## src/rtl/alu2_pkg.sv

```systemverilog
// alu2_pkg: shared definitions for the RV64 integer ALU.
//   - alu_op_e  : 4-bit ALUControl opcode encoding
//   - XLEN_DEFAULT : default datapath width
//   - ALU_ADD   : opcode driven by the fetch-stage PC+4 adder
package alu2_pkg;

  localparam int unsigned XLEN_DEFAULT = 64;

  typedef enum logic [3:0] {
    OP_AND  = 4'b0000,
    OP_OR   = 4'b0001,
    OP_ADD  = 4'b0010,
    OP_XOR  = 4'b0011,
    OP_SLL  = 4'b0100,
    OP_SRL  = 4'b0101,
    OP_SUB  = 4'b0110,
    OP_SLT  = 4'b0111,
    OP_SRA  = 4'b1000,
    OP_SLTU = 4'b1001
  } alu_op_e;

  localparam logic [3:0] ALU_ADD = 4'b0010;

endpackage

```

## src/rtl/alu2_shifter.sv

```systemverilog
// alu2_shifter: barrel shifter for SLL/SRL/SRA.
// Ports:
//   data   - value to shift
//   shamt  - 6-bit shift amount (already truncated by the caller)
//   sll_o  - logical left shift result
//   srl_o  - logical right shift result
//   sra_o  - arithmetic right shift result
// All three results are produced in parallel; the ALU selects one.
module alu2_shifter
  import alu2_pkg::*;
#(
  parameter int unsigned XLEN = XLEN_DEFAULT
) (
  input  logic [XLEN-1:0] data,
  input  logic [5:0]      shamt,
  output logic [XLEN-1:0] sll_o,
  output logic [XLEN-1:0] srl_o,
  output logic [XLEN-1:0] sra_o
);

  always_comb begin
    sll_o = data << shamt;
    srl_o = data >> shamt;
    sra_o = $unsigned($signed(data) >>> shamt);
  end

endmodule

```

## src/rtl/alu2.sv

```systemverilog
// alu2: 64-bit integer ALU for the RV64 pipeline (execute stage and
// fetch-stage PC+4 adder).
// Ports:
//   clk, reset        - clock; asynchronous active-high reset (registered outputs only)
//   rs1, rs2          - operands
//   ALUControl        - operation select (see alu2_pkg::alu_op_e; 1010-1111 give rd = 0)
//   rd, zero          - combinational result and rd == 0 flag
//   rd_q, zero_q      - rd and zero registered on clk
// Optional (macro ALU2_FLAGS_EN):
//   carry, overflow, negative - combinational status flags
//   flags_q                   - {carry, overflow, negative} registered on clk
module alu2
  import alu2_pkg::*;
#(
  parameter int unsigned XLEN = XLEN_DEFAULT
) (
  input  logic                   clk,
  input  logic                   reset,
  input  logic [XLEN-1:0]        rs1,
  input  logic [XLEN-1:0]        rs2,
  input  logic [3:0]             ALUControl,
  output logic signed [XLEN-1:0] rd,
  output logic                   zero,
  output logic [XLEN-1:0]        rd_q,
  output logic                   zero_q
`ifdef ALU2_FLAGS_EN
  ,
  output logic                   carry,
  output logic                   overflow,
  output logic                   negative,
  output logic [2:0]             flags_q
`endif
);

  logic [XLEN-1:0] sum;
  logic [XLEN-1:0] diff;
  logic [XLEN-1:0] sll_r;
  logic [XLEN-1:0] srl_r;
  logic [XLEN-1:0] sra_r;
  logic            lt_signed;
  logic            lt_unsigned;
  logic [XLEN-1:0] result;

  alu2_shifter #(.XLEN(XLEN)) u_shifter (
    .data  (rs1),
    .shamt (rs2[5:0]),
    .sll_o (sll_r),
    .srl_o (srl_r),
    .sra_o (sra_r)
  );

`ifdef ALU2_FLAGS_EN
  // Extra top bit captures carry-out on add and borrow on subtract.
  logic [XLEN:0] sum_w;
  logic [XLEN:0] diff_w;

  always_comb begin
    sum_w  = {1'b0, rs1} + {1'b0, rs2};
    diff_w = {1'b0, rs1} - {1'b0, rs2};
    sum    = sum_w[XLEN-1:0];
    diff   = diff_w[XLEN-1:0];
  end
`else
  always_comb begin
    sum  = rs1 + rs2;
    diff = rs1 - rs2;
  end
`endif

  always_comb begin
    lt_signed   = $signed(rs1) < $signed(rs2);
    lt_unsigned = rs1 < rs2;
  end

  always_comb begin
    result = '0;
    case (ALUControl)
      OP_AND:  result = rs1 & rs2;
      OP_OR:   result = rs1 | rs2;
      OP_ADD:  result = sum;
      OP_XOR:  result = rs1 ^ rs2;
      OP_SLL:  result = sll_r;
      OP_SRL:  result = srl_r;
      OP_SUB:  result = diff;
      OP_SLT:  result = {{(XLEN-1){1'b0}}, lt_signed};
      OP_SRA:  result = sra_r;
      OP_SLTU: result = {{(XLEN-1){1'b0}}, lt_unsigned};
      default: result = '0;
    endcase
  end

  always_comb begin
    rd   = $signed(result);
    zero = (result == '0);
  end

`ifdef ALU2_FLAGS_EN
  always_comb begin
    carry    = 1'b0;
    overflow = 1'b0;
    case (ALUControl)
      OP_ADD: begin
        carry    = sum_w[XLEN];
        overflow = (rs1[XLEN-1] == rs2[XLEN-1]) && (sum[XLEN-1] != rs1[XLEN-1]);
      end
      OP_SUB: begin
        // Carry on subtract is borrow-not: set when rs1 >= rs2 unsigned.
        carry    = ~diff_w[XLEN];
        overflow = (rs1[XLEN-1] != rs2[XLEN-1]) && (diff[XLEN-1] != rs1[XLEN-1]);
      end
      default: ;
    endcase
    negative = result[XLEN-1];
  end

  always_ff @(posedge clk or posedge reset) begin
    if (reset) flags_q <= '0;
    else       flags_q <= {carry, overflow, negative};
  end
`endif

  always_ff @(posedge clk or posedge reset) begin
    if (reset) begin
      rd_q   <= '0;
      zero_q <= 1'b0;
    end else begin
      rd_q   <= result;
      zero_q <= zero;
    end
  end

endmodule

```

## config.mk

```make
export PLATFORM = sky130hd
export DESIGN_NAME = alu2
export DESIGN_NICKNAME = d
export VERILOG_FILES = /design/src/rtl/alu2_pkg.sv /design/src/rtl/alu2_shifter.sv /design/src/rtl/alu2.sv
export SDC_FILE = /design/constraint.sdc
export NUM_CORES = 1
export LEC_CHECK = 0
export ABC_AREA = 1
export BUFFER_PORTS_ARGS = -buffer_cell sky130_fd_sc_hd__clkbuf_2
export CORE_ASPECT_RATIO = 1.75
export CORE_UTILIZATION = 37
export CTS_CLUSTER_DIAMETER = 150
export DETAILED_ROUTE_END_ITERATION = 10
export PLACE_DENSITY = 0.63
export SETUP_SLACK_MARGIN = 0.02
export SLEW_MARGIN = 20
export SYNTH_ARGS = -nofsm -noshare
export SYNTH_HDL_FRONTEND = slang
export SYNTH_HIERARCHICAL = 1
export SYNTH_SLANG_ARGS = --single-unit
```

## constraint.sdc

```tcl
create_clock -name clk -period 2.7 [get_ports clk]
set_clock_uncertainty 0.1 [all_clocks]
set_input_delay 0.135 -clock clk [delete_from_list [all_inputs] [get_ports clk]]
set_output_delay 0.135 -clock clk [all_outputs]
set_load 0.1 [all_outputs]
```

==> flow_summary.yaml, run 1 <==
logic_synthesis:
  yosysSeqAreaShare_pct: 5.986
  synth_top_cell_by_area: "nand2_1"
  synth_ff_type: "dfrtp_1"
  synthTopCellsByCount: "nand2_1, nand3_1, inv_1"
  async_reset_ff_share_pct: 100.0
  synth_cell_types: 47
  yosys-top-cells-area: "nand2_1, nand3_1, inv_1"
  yosys.area_share.simple_pct: 59.70
  avgSynthCellArea_um2: 4.913
  synth_top_area_share_pct: 28.91
  synth.ff_latch_count: 65
  synthAdderAreaFrac_pct: 9.080
  synth-edff-count: 0
  netlist_area_um2: 27170
  synth-xor-area-share_pct: 0.1289
  synth-compound-area-share_pct: 8.753
  synth_cells: 5531
  syn_nets: 5861
  muxShareOfSynthArea_pct: 0
  synth_most_common_cell: "nand2_1"
  synth_top_family_by_area: "simple AND/OR/NAND/NOR gates"
  yosys_warnings: 6
outcome:
  status: "aborted with a tool error"
  haltStage: "global routing"
  stop_error: "[ERROR GRT-0116] Global routing finished with congestion. Check the congestion regions in the DRC Viewer."
placement:
  hpwl_um: 178200
  dp_cells: 8108
  gp_congestion: 1.197
  io_buffers: 263
die:
  initial_core_util_pct: 37.34
  row_count: 131
  die_height_um: 360.5
  die_w_um: 206.9
  io_pins: 264
clock_tree:
  numCtsBuffers: 9
  max-clock-path-buffers: 2
  cts_sinks: 65
  cts_max_level: 3
  cts_root_buffer: "clkbuf_16"
global_routing:
  grt_pass1_vias: 48900
  grt_overflow_total: 34
  grt_pass1_wl_um: 339600
  grt_usage_pct: 63.04
  grt_max_degree: 69
-- per-stage QoR --
step | setup TNS [ns] | setup WS, ns | util, % | instance area (µm²)
after floorplan | -3.082 | -1.274 | - | 27710
after CTS | -10.85 | -0.8023 | 65.75 | 47850
after detailed placement | -52.14 | -1.709 | 59.24 | 43110
after global placement | -50.39 | -1.632 | 59.24 | 43110
-- timing repair --
| action | in CTS |
|---|---|
| pin swaps | 171 |
| hold endpoints to repair | 26 |
| cloned | 15 |
| hold buffers | 1 |
| endpoints found under the setup margin | 80 |
| buffers inserted | 39 |
| gates resized for setup | 917 |
-- kinds of logic after synthesis --
group / after synthesis
buffers and inverters: 1091
DFF: 65
xor gates and xnor gates: 4
and+or+nand+nor: 3776
adders and majority gates: 196
AOI/OAI and AO/OA: 399
-- metal layers --
layer / GRT overflow / GRT usage (%)
met5: 0 / 0.4717
met2: 22 / 89.20
met3: 0 / 31.51
met4: 11 / 71.30
met1: 1 / 62.16
==> run 2: changes to the inputs <==
--- a/config.mk
+++ b/config.mk
@@ -7,12 +7,9 @@
 export LEC_CHECK = 0
 export ABC_AREA = 1
 export BUFFER_PORTS_ARGS = -buffer_cell sky130_fd_sc_hd__clkbuf_2
-export CORE_ASPECT_RATIO = 1.75
-export CORE_UTILIZATION = 37
-export CTS_CLUSTER_DIAMETER = 150
+export CORE_UTILIZATION = 22
 export DETAILED_ROUTE_END_ITERATION = 10
-export PLACE_DENSITY = 0.63
-export SETUP_SLACK_MARGIN = 0.02
+export PLACE_DENSITY_LB_ADDON = 0.15
 export SLEW_MARGIN = 20
 export SYNTH_ARGS = -nofsm -noshare
 export SYNTH_HDL_FRONTEND = slang
==> run 2 against run 1 <==
The flow now finishes, with violations (setup timing). Synthesized area unchanged. Synthesized cell count unchanged.
==> flow_summary.yaml, run 2 <==
power_and_ir_drop:
  peakVddDrop_v: 0.0006047
  cellPowerDensity_nw_per_um2: 308.2
  power_leakage_nw: 27.41
  power_w: 0.01528
logic_synthesis:
  yosys_warnings: 6
  yosys-top-cells-area: "nand2_1, nand3_1, inv_1"
  synth_most_common_cell: "nand2_1"
  synth_top_area_share_pct: 28.91
  async_reset_ff_share_pct: 100.0
  synth_top_cell_by_area: "nand2_1"
  synth_ff_type: "dfrtp_1"
  synth-edff-count: 0
  netlist_area_um2: 27170
  synth_cells: 5531
  avgSynthCellArea_um2: 4.913
  synth_cell_types: 47
  synthTopCellsByCount: "nand2_1, nand3_1, inv_1"
  synth.ff_latch_count: 65
  syn_nets: 5861
  yosysSeqAreaShare_pct: 5.986
detailed_routing:
  route.vias.total: 44200
  drtIter0Drc: 4191
  drtPass1Iterations: 6
  drt_wl_total_um: 215000
  vias_per_cell: 5.031
  drcViolationCount: 0
  wl_per_cell_um: 24.48
  ant_nets: 0
sta:
  clock.fmax_ghz: 0.2728
  rsz0062_at_grt: "yes"
  period_share_pct: 135.7
  slew_headroom_pct: 51.58
  period_minus_slack_ns: 3.665
  setup_slack_ns: -0.9650
  worstMarginPinSlew_ns: 0.7246
  setup_violations: 65
  maxSlewViolCount: 0
  hold_viol: 0
placement:
  hpwl_um: 185100
  dp_cells: 8712
  io_buffers: 263
  gp_congestion: 1.060
outcome:
  status: "finished, violations left"
  violations: "setup timing"
die:
  core-area_um2: 122200
  io_pins: 264
  die_height_um: 353.5
  row_count: 128
  initial_core_util_pct: 22.24
  die_area_um2: 124900
  die_w_um: 353.5
worst_setup_path:
  startpoint: "rs2[1]"
  cp_max_fo: 7
  arrival_ns: 3.43
  endpoint_kind: "output port"
  startpoint_type: "input port"
  worstSetupEndpoint: "zero"
  cp.required_ns: 2.47
  crit_type: "input port to output port"
clock_tree:
  cts_root_buffer: "clkbuf_16"
  max-clock-path-buffers: 2
  cts_max_level: 3
  numCtsBuffers: 9
  cts_sinks: 65
  cts_tree: "built"
  clkTransAtPathRegs_ns: 0.06
final_layout:
  largestRegisters: "rd_q (64), zero_q (1)"
  layout_commonest_cell: "nand2_1"
  multiInputGateArea_um2: 26650
  fin_nets: 7482
  areaGrowthSynthToFinish_pct: 82.43
  top_register: "rd_q"
  final_cell_mix: "nand2_1, buf_4, inv_1"
  drive_above_1_share_pct: 43.20
  layoutNonFillerInstCount: 8785
  register_area_um2: 1627
  largest_reg_flops: 64
  fillers: 13670
global_routing:
  antenna_found_initial: 8
  grt_pass1_vias: 42160
  grt_max_degree: 110
  grt_overflow_total: 0
  grt_usage_pct: 32.67
  grt_pass1_wl_um: 293700
flow_run:
  maxCapViolations: 0
worst_hold_path:
  hp-class: "input port to asynchronous set/reset pin"
## run 2: cell counts after synthesis
No cell type changed its count.
## run 2: routing by layer
metal	global-route usage [%]	routed length [µm]	vias up
li1	-	-	20810
met1	44.04	93420	21040
met2	52.71	95060	1946
met3	2.979	14020	400
met4	14.38	12530	2
met5	0	13	-
## run 2: repair_timing
item / in CTS / in global routing
setup endpoints to repair: 83 / 69
hold endpoints to repair: 23 / 0
buffers inserted: 24 / 18
cloned: 6 / 10
pin swaps: 103 / 178
hold buffers: 1 / 0
gates resized for setup: 632 / 745
## run 2: how the worst min path moves through the flow
stage / slack [ns] / endpoint / startpoint / depth (start not counted)
2_1_floorplan: 0.57 / rd_q[0] / reset / 1
3_3_place_gp: 0.05 / rd_q[39] / reset / 2
3_5_place_dp: 0.05 / rd_q[39] / reset / 2
4_1_cts: 0.15 / rd_q[52] / reset / 3
5_1_grt: 0.20 / rd_q[39] / reset / 3
6_report: 0.16 / rd_q[52] / reset / 3
## run 2: kinds of logic after synthesis
logic type      share of synthesized area, %
simple gates                           59.70
buf+inv                                16.35
compound gates                         8.753
fa+ha+maj                              9.080
flops                                  5.986
xor+xnor                              0.1289
## run 2: layout make-up
type	count	area share, %
multi-input combinational	4375	53.75
timing repair buffer	1873	31.84
inverter	828	6.411
tap	1625	4.101
sequential	65	3.281
clock buffer	9	0.4543
clock inverter	7	0.1439
antenna	3	0.01514
## run 2: critical path: stages
cell and delay (ns):
buf_12 0.12, buf_12 0.14, clkinv_16 0.08, buf_12 0.14
buf_6 0.12, nand3_1 0.13, nand3_2 0.13, nand3_2 0.14
buf_4 0.18, nand2_1 0.06, nand2_1 0.09, nand3_2 0.12
nand2_2 0.09, a22o_1 0.21, a211oi_2 0.25, nand2_1 0.09
inv_1 0.08, nand4_1 0.15, nor3_4 0.31, buf_6 0.17
nand2_8 0.07, nor3_4 0.19, buf_12 0.21
## run 2: power by group
part	total [W]	internal, W	switching, W	leakage, nW
registers	0.00111	0.00109	0.0000275	0.853
logic	0.0129	0.00472	0.00818	26.4
clock network	0.00127	0.000712	0.000553	0.149
## run 2: stage by stage
step	hold WS, ns	cell area [µm²]	worst slack (ns)	util (%)	TNS [ns]
2_1_floorplan	0.5702	27710	-1.274	-	-3.082
3_3_place_gp	0.05064	43070	-2.276	35.24	-60.44
3_5_place_dp	0.04929	43070	-2.268	35.24	-61.37
4_1_cts	0.1536	46170	-1.048	37.78	-18.38
5_1_grt	0.2050	49570	-1.030	40.56	-20.84
6_report	0.1641	49570	-0.9650	40.57	-15.79
No activity file was read; power rests on OpenSTA's default activity.
==> run 3: changes to the inputs <==
--- a/config.mk
+++ b/config.mk
@@ -7,6 +7,7 @@
 export LEC_CHECK = 0
 export ABC_AREA = 1
 export BUFFER_PORTS_ARGS = -buffer_cell sky130_fd_sc_hd__clkbuf_2
+export CORE_MARGIN = 1.5
 export CORE_UTILIZATION = 22
 export DETAILED_ROUTE_END_ITERATION = 10
 export PLACE_DENSITY_LB_ADDON = 0.15
==> run 3 against run 2 <==
The run still ends with setup timing left. Utilization increased by 0.53 points. Wire length increased by 2.3%. Highest routed layer unchanged. Clock-buffer cell count unchanged. Sequential cell count unchanged. Sequential share of layout area about the same. Worst setup slack got worse by 0.15 ns. Total power increased by 1.5%. Largest power group unchanged. Largest cell class unchanged.
==> flow_summary.yaml, run 3 (synthesis results as in run 2) <==
outcome:
  status: "finished, violations left"
  violations: "setup timing"
final_layout:
  final_cell_mix: "nand2_1, buf_4, inv_1"
  areaGrowthSynthToFinish_pct: 84.83
  drive_above_1_share_pct: 42.88
  top_register: "rd_q"
  layoutNonFillerInstCount: 8892
  layout_commonest_cell: "nand2_1"
  fin_nets: 7590
  largest_reg_flops: 64
  largestRegisters: "rd_q (64), zero_q (1)"
  final_cell_area_um2: 50220
placement:
  place_area_um2: 43830
  gp_congestion: 1.035
  dp_cells: 8814
  hpwl_um: 192100
  io_buffers: 263
worst_setup_path:
  cp_slowest_cell: "nor3_4"
  crit_buf_inv: 8
  cp.required_ns: 2.47
  path_common_cell: "nand2_2"
  startpoint: "rs2[0]"
  slowest_delay_ns: 0.29
  endpoint_kind: "output port"
  cp_num_cells: 27
  crit_family: "simple AND/OR/NAND/NOR gates"
  crit_type: "input port to output port"
  arrival_ns: 3.58
  worstSetupEndpoint: "zero"
  startpoint_type: "input port"
  cp_max_fo: 7
sta:
  clock.fmax_ghz: 0.2618
  setup_slack_ns: -1.120
  slew_headroom_pct: 55.72
  setup_violations: 67
  hold_viol: 0
  maxSlewViolCount: 0
  period_share_pct: 141.5
  worstMarginPinSlew_ns: 0.6641
  period_minus_slack_ns: 3.820
  rsz0062_at_grt: "yes"
die:
  die_area_um2: 125600
  die_w_um: 354.5
  row_count: 128
  die_height_um: 354.5
  core-area_um2: 122200
  io_pins: 264
  initial_core_util_pct: 22.24
global_routing:
  antenna_found_initial: 6
  grt_usage_pct: 33.72
  grt_pass1_wl_um: 302600
  grt_overflow_total: 0
  grt_max_degree: 85
  grt_pass1_vias: 42170
flow_run:
  maxCapViolations: 0
clock_tree:
  cts_sinks: 65
  clkTransAtPathRegs_ns: 0.07
  numCtsBuffers: 9
  cts_max_level: 3
  cts_tree: "built"
  max-clock-path-buffers: 2
  cts_root_buffer: "clkbuf_16"
detailed_routing:
  wl_per_cell_um: 24.73
  drcViolationCount: 0
  drtIter0Drc: 3962
  ant_nets: 0
  drt_wl_total_um: 219900
  route.vias.total: 43960
  drtPass1Iterations: 7
  vias_per_cell: 4.943
power_and_ir_drop:
  cellPowerDensity_nw_per_um2: 308.7
  power_leakage_nw: 27.77
  peakVddDrop_v: 0.0005113
worst_hold_path:
  hp-class: "input port to asynchronous set/reset pin"
[run 3: changes by cell type in the layout (fill, tap and decap cells not counted), sizes merged]
cell / delta
clkinv: -4
inv: +3
clkinvlp: +1
clkbuf: -6
diode: -1
buf: +114
[run 3: how the worst min path moves through the flow]
| stage | end |
|---|---|
| 6_report | rd_q[54] |
| 3_3_place_gp | rd_q[39] |
| 5_1_grt | rd_q[54] |
| 2_1_floorplan | rd_q[0] |
| 3_5_place_dp | rd_q[52] |
| 4_1_cts | rd_q[54] |
[run 3: routing by layer]
layer	GRT usage, %	part of all wire (%)	vias to the layer above
li1	-	-	21040
met1	44.96	43	20980
met2	56.00	46	1609
met3	2.951	6.0	328
met4	12.97	5.0	2
met5	0	0.0059	-
[run 3: power by group]
part | internal (W) | total (W) | switching, W
clock network | 0.000721 | 0.00129 | 0.000571
registers | 0.00109 | 0.00111 | 0.0000273
logic | 0.00486 | 0.0131 | 0.00824
total | 0.00666 | 0.0155 | 0.00884
[run 3: area by class of cell]
type                            count  area (µm²)
Sequential cell                    65        1627
Timing Repair Buffer             1981       16490
Antenna cell                        2       5.005
Clock buffer                        9       225.2
Inverter                          828        3149
Fill cell                       13710       71970
Tap cell                         1625        2033
Multi-Input combinational cell   4375       26620
Clock inverter                      7       76.32
[run 3: stage by stage]
step / setup WS [ns] / TNS (ns) / total power [W] / util, % / hold WS, ns
6_report: -1.120 / -23.31 / 0.01550 / 41.10 / 0.1700
5_1_grt: -1.185 / -28.54 / 0.01625 / 41.10 / 0.2087
4_1_cts: -1.071 / -21.64 / 0.01480 / 38.99 / 0.1630
3_5_place_dp: -2.277 / -63.30 / 0.01267 / 35.87 / 0.05697
3_3_place_gp: -2.278 / -62.87 / 0.01268 / 35.87 / 0.05053
2_1_floorplan: -1.274 / -3.082 / 0.006670 / - / 0.5702
[run 3: repair_timing]
action                                  4_1_cts  5_1_grt
endpoints found under the setup margin       87       74
pin swaps                                   125      136
resized for setup                           784      534
endpoints found under the hold margin        23        0
buffers inserted                             31       24
hold buffers                                  1        0
gates cloned                                  4        2
